--- config.mk ---
export PLATFORM = sky130hd
export DESIGN_NAME = fetch_sequencer
export DESIGN_NICKNAME = d
export VERILOG_FILES = /design/src/rtl/fetch_sequencer.sv
export SDC_FILE = /design/constraint.sdc
export NUM_CORES = 1
export LEC_CHECK = 0
export ABC_AREA = 1
export CAP_MARGIN = 20
export CORE_UTILIZATION = 28
export CTS_CLUSTER_DIAMETER = 100
export DETAILED_ROUTE_END_ITERATION = 12
export PLACE_DENSITY = 0.8
export SLEW_MARGIN = 10
export SYNTH_ARGS = -nofsm -noshare
export SYNTH_HDL_FRONTEND = slang
export SYNTH_SLANG_ARGS = --single-unit
--- constraint.sdc ---
create_clock -name clk -period 1.93 [get_ports clk]
set_clock_uncertainty 0.05 [all_clocks]
set_input_delay 0.4825 -clock clk [delete_from_list [all_inputs] [get_ports clk]]
set_output_delay 0.4825 -clock clk [all_outputs]
set_load 0.02 [all_outputs]
--- src/rtl/fetch_sequencer.sv ---
// Instruction-fetch sequencer: stall, flush and PC-redirect control
// for load-use hazards, taken jumps and halt requests.
module fetch_sequencer #(
   parameter int ADDR_W          = 16,
   parameter int FLUSH_CYCLES    = 2,
   parameter int LD_STALL_CYCLES = 1
) (
   input  logic              clk,
   input  logic              reset,
   input  logic [31:0]       ins_id,
   input  logic              ex_is_load,
   input  logic [4:0]        ex_rd,
   input  logic              jump_req,
   input  logic [ADDR_W-1:0] jump_target,
   input  logic              halt_req,
   input  logic              resume,
   output logic              stall,
   output logic              stall_pm,
   output logic              pc_mux_sel,
   output logic [ADDR_W-1:0] jmp_loc,
   output logic              flush,
   output logic              ins_valid,
   output logic [2:0]        fsm_state
);

   typedef enum logic [2:0] {
      BOOT   = 3'd0,
      RUN    = 3'd1,
      LSTALL = 3'd2,
      JFLUSH = 3'd3,
      HALT   = 3'd4
   } state_e;

   localparam logic [2:0] FL_CNT = 3'(FLUSH_CYCLES);
   localparam logic [2:0] LD_CNT = 3'(LD_STALL_CYCLES - 1);

   state_e     state_q, state_d;
   logic [2:0] cnt_q, cnt_d;
   logic [2:0] cnt_dec;
   logic [4:0] rs, rt;
   logic       hazard;
   logic       jmp_take;
   logic       unused_ins;

   assign rs         = ins_id[25:21];
   assign rt         = ins_id[20:16];
   assign unused_ins = ^{ins_id[31:26], ins_id[15:0]};

   assign hazard = ex_is_load & (ex_rd != 5'd0)
                 & ((ex_rd == rs) | (ex_rd == rt));

   // Jumps are honoured in RUN and also abort an ongoing load stall.
   assign jmp_take = jump_req & ((state_q == RUN) | (state_q == LSTALL));
   assign cnt_dec  = (cnt_q == 3'd0) ? 3'd0 : cnt_q - 3'd1;

   always_comb begin
      state_d    = state_q;
      cnt_d      = cnt_q;
      stall      = 1'b0;
      stall_pm   = 1'b0;
      pc_mux_sel = 1'b0;
      jmp_loc    = '0;
      flush      = 1'b0;
      if (jmp_take) begin
         pc_mux_sel = 1'b1;
         jmp_loc    = jump_target;
         flush      = 1'b1;
         cnt_d      = FL_CNT;
         state_d    = (FLUSH_CYCLES > 1) ? JFLUSH : RUN;
      end else begin
         unique case (state_q)
            BOOT: begin
               flush   = 1'b1;
               state_d = RUN;
            end
            RUN: begin
               if (halt_req) begin
                  stall    = 1'b1;
                  stall_pm = 1'b1;
                  flush    = 1'b1;
                  state_d  = HALT;
               end else if (hazard) begin
                  stall    = 1'b1;
                  stall_pm = 1'b1;
                  flush    = 1'b1;
                  cnt_d    = LD_CNT;
                  state_d  = (LD_CNT != 3'd0) ? LSTALL : RUN;
               end
            end
            LSTALL: begin
               stall    = 1'b1;
               stall_pm = 1'b1;
               flush    = 1'b1;
               cnt_d    = cnt_dec;
               if (cnt_q <= 3'd1) state_d = RUN;
            end
            JFLUSH: begin
               flush = 1'b1;
               cnt_d = cnt_dec;
               // The jump cycle itself was the first bubble.
               if (cnt_q <= 3'd2) state_d = RUN;
            end
            HALT: begin
               stall    = 1'b1;
               stall_pm = 1'b1;
               flush    = 1'b1;
               if (resume) state_d = RUN;
            end
            default: begin
               flush   = 1'b1;
               state_d = BOOT;
            end
         endcase
      end
   end

   assign ins_valid = (state_q == RUN) & ~flush;
   assign fsm_state = state_q;

   always_ff @(posedge clk or negedge reset) begin
      if (!reset) begin
         state_q <= BOOT;
         cnt_q   <= 3'd0;
      end else begin
         state_q <= state_d;
         cnt_q   <= cnt_d;
      end
   end

endmodule

==> results.md <==
- Status: finished, violations left
- Failing checks: negative setup slack
- Worst min path class: in2async
- Post-route ant nets: 0
- Vias: ~1100
- Req. time, crit path: 1.40 ns
- Area leader, netlist: nand2_1
- Root Driver: clkbuf_4
- Setup crit end kind: output pin
- Cells after Synth: around 150
- Routed length per instance: 10.3 microns
- Clk_lat worst skew: between 0.2 and 0.3 ns
- YS warnings: 0
- Slowest CP cell: dfrtp_2
- Placed cell area: 1530 sq um
- TritonCTS clock tree: done
- Fin area: approximately 1800 sq um
- Worst R2R Path Depth: 8
- DP Worst Slack: -0.998 ns
- Max Cap Violations: 0
- Count leader, synth: nand2_1
- Worst Setup Start Kind: register
- CP max FO: 10
- Worst setup path category: reg2out
- Detailed Route WL: 2.65 mm
- Final Util: 69.3%
- Antenna violations before repair: 0
- Synth area leaders: nand2_1, dfrtp_1, inv_1, nor2_1, nand3_1
- # DRC: 0
- Min Clock Period, post-route: 2.00 ns
- Fin. max-slew vios: 0
- Count of standard-cell rows: 18
- CTS max path bufs: 2
- Hold buffers post-CTS: 0
- Final WS setup: -0.0680 ns
- Leakage: 0.957 nW
- Cells along the critical path: nor3_4 > o21ai_4 > buf_12 > nor2_2 > buf_6
- Flop2flop setup slack: ~0.40 ns
- CTS buffer count: 3
- Final Hold Fails: 0
- IO buf count: 60
- Final Setup Violations: 20
- Die ar.: 2980 sq um
- Die X-Extent: 54.6 microns
- First-pass GRT wire length: 3.97 mm
- Placer Congestion: between 0.8 and 0.9
- Via/cell ratio: 4.38
- RSZ-0062 raised after global routing: yes
- Arrival time worst endpoint: 1.47 ns
- Unique cell type count in the Yosys netlist: 19
- Post-synth net total: between 200 and 250
- Ys async rst share: 100%
- Fmax: 501 MHz
- Flop and latch count out of synthesis: 6
- Most used DFF post-synth: dfrtp_1
- Die Y-Extent: 54.6 microns
- Clock slew at reported path FFs: around 0.060 ns
- Max incr delay on CP: roughly 0.47 ns
- H-tree levels: 1
- Synth cell count leaders: nand2_1, inv_1, nor2_1
- DRT Pass-1 Iters: 4
- Power Density: approximately 1000 nW/um^2
- P&R area growth vs syn: 128%
- Layout cells sized above 1: 47.8%
- Cell Area, Synth: a little under 800 sq um
- Least-Margin Pin Slew: about 0.29 ns
- Fin crit share: 104%
- RR Endpoint: fsm_state[0]
- Initial DRC count: 15
- Starting Density: between 30% and 40%
- IO Count: 83
- Core Region: 2540 sq um
- Slew Limit Headroom: 80.3%
- Grt total ovfl: 0
- Number of global-route vias before repair: 994
- Top-area cell type share of the netlist area: 22.3%
- Setup TNS Final: -0.917 ns
- Mean area per synthesized cell: 5.19 sq um
- R2R Path Start: fsm_state[1]
- EDFF count, synth: 0
- Nets: 288
- ANT cells: 0
- Sequential share of the synthesized area: 19.4%
- Aggregate global-route resource usage: 18.5%
- Sink Count: 6
- Worst vdd rail ir drop: around 730 uV
- DP HPWL: 2.00 mm
- Largest net degree at the start of global routing: 11
## flip-flops by register name (all words and copies together) (netlist names)
signal	cells
cnt_q	3
fsm_state	3
## final cells by class
| cell class | count | area [sq um] |
|---|---|---|
| fillers | 210 | 782 |
| repair buffers | 76 | 764 |
| inverters | 40 | 158 |
| well taps | 30 | 37.5 |
| clock buffers | 4 | 26.3 |
| flip-flops and latches | 6 | 154 |
| multi-input cells | 100 | 623 |
## worst max path at each step
stage | end | cells after the start | from
final | jmp_loc[12] | 5 | fsm_state[1]
after global routing | stall_pm | 12 | ins_id[20]
after CTS | stall | 12 | ex_rd[2]
after detailed placement | stall | 12 | ex_rd[0]
after global placement | stall | 12 | ex_rd[0]
after floorplan | stall_pm | 8 | fsm_state[2]
## layer usage
layer | track usage [%] | up-vias | routed length, microns
li1 | - | 586 | -
met1 | 23.0 | 492 | 1040
met2 | 30.7 | 38 | 1390
met3 | 1.67 | 4 | 167
met4 | 11.1 | 0 | 44
met5 | 0 | - | 0
## cells in the final DEF, fill, tap and decap left out
| cell type | count |
|---|---|
| a21oi_1 | 2 |
| a21oi_4 | 1 |
| buf_12 | 1 |
| buf_2 | 3 |
| buf_4 | 17 |
| buf_6 | 27 |
| buf_8 | 4 |
| clkbuf_1 | 1 |
| clkbuf_4 | 3 |
| clkdlybuf4s50_1 | 19 |
| dfrtp_1 | 3 |
| dfrtp_2 | 3 |
| dlygate4sd2_1 | 4 |
| dlymetal6s2s_1 | 1 |
| ha_1 | 2 |
| inv_1 | 26 |
| inv_2 | 11 |
| inv_4 | 3 |
| nand2_1 | 34 |
| nand2_2 | 12 |
| nand3_1 | 5 |
| nand3_2 | 2 |
| nand3b_1 | 1 |
| nand4_1 | 1 |
| nor2_1 | 11 |
| nor2_2 | 7 |
| nor2_4 | 11 |
| nor3_1 | 2 |
| nor3_4 | 1 |
| nor4_4 | 1 |
| o21ai_0 | 3 |
| o21ai_1 | 1 |
| o21ai_4 | 1 |
| xnor2_1 | 2 |
## critical path: cells and delay by family, from the launching register on
kind	cells	cell delay, ns
flops	1	0.47
simple gates	2	0.33
buf+inv	2	0.29
compound gates	1	0.11
## what timing repair did
item / in CTS / in global routing
buffers inserted: 2 / 0
setup endpoints to repair: 23 / 22
gates cloned: 0 / 0
pin swaps: 28 / 23
gates resized for setup: 209 / 56
## report_power, final
part	leakage, nW	switching, W	internal [W]	total [W]
registers	0.0729	0.0000715	0.000175	0.000246
clock network	0.0150	0.0000538	0.0000789	0.000133
logic	0.869	0.000718	0.000667	0.00139
## per-stage QoR
| step | std cells | power [W] | hold slack (ns) |
|---|---|---|---|
| 2_1_floorplan | 149 | 0.000849 | 0.137 |
| 3_3_place_gp | 250 | 0.00141 | 0.461 |
| 3_5_place_dp | 250 | 0.00143 | 0.460 |
| 4_1_cts | 256 | 0.00163 | 0.428 |
| 5_1_grt | 256 | 0.00190 | 0.450 |
| 6_report | 256 | 0.00176 | 0.425 |
## logic make-up (layout without fill, tap and decap cells)
logic type	Yosys count	after routing	share of synthesized area [%]
buffers and inverters	43	120	22.5
xor gates and xnor gates	2	2	2.27
adders and majority gates	2	2	3.24
AOI/OAI and AO/OA	8	8	5.66
DFF	6	6	19.4
and+or+nand+nor	88	88	46.9
Note: power is estimated with default switching activity, not from simulation.
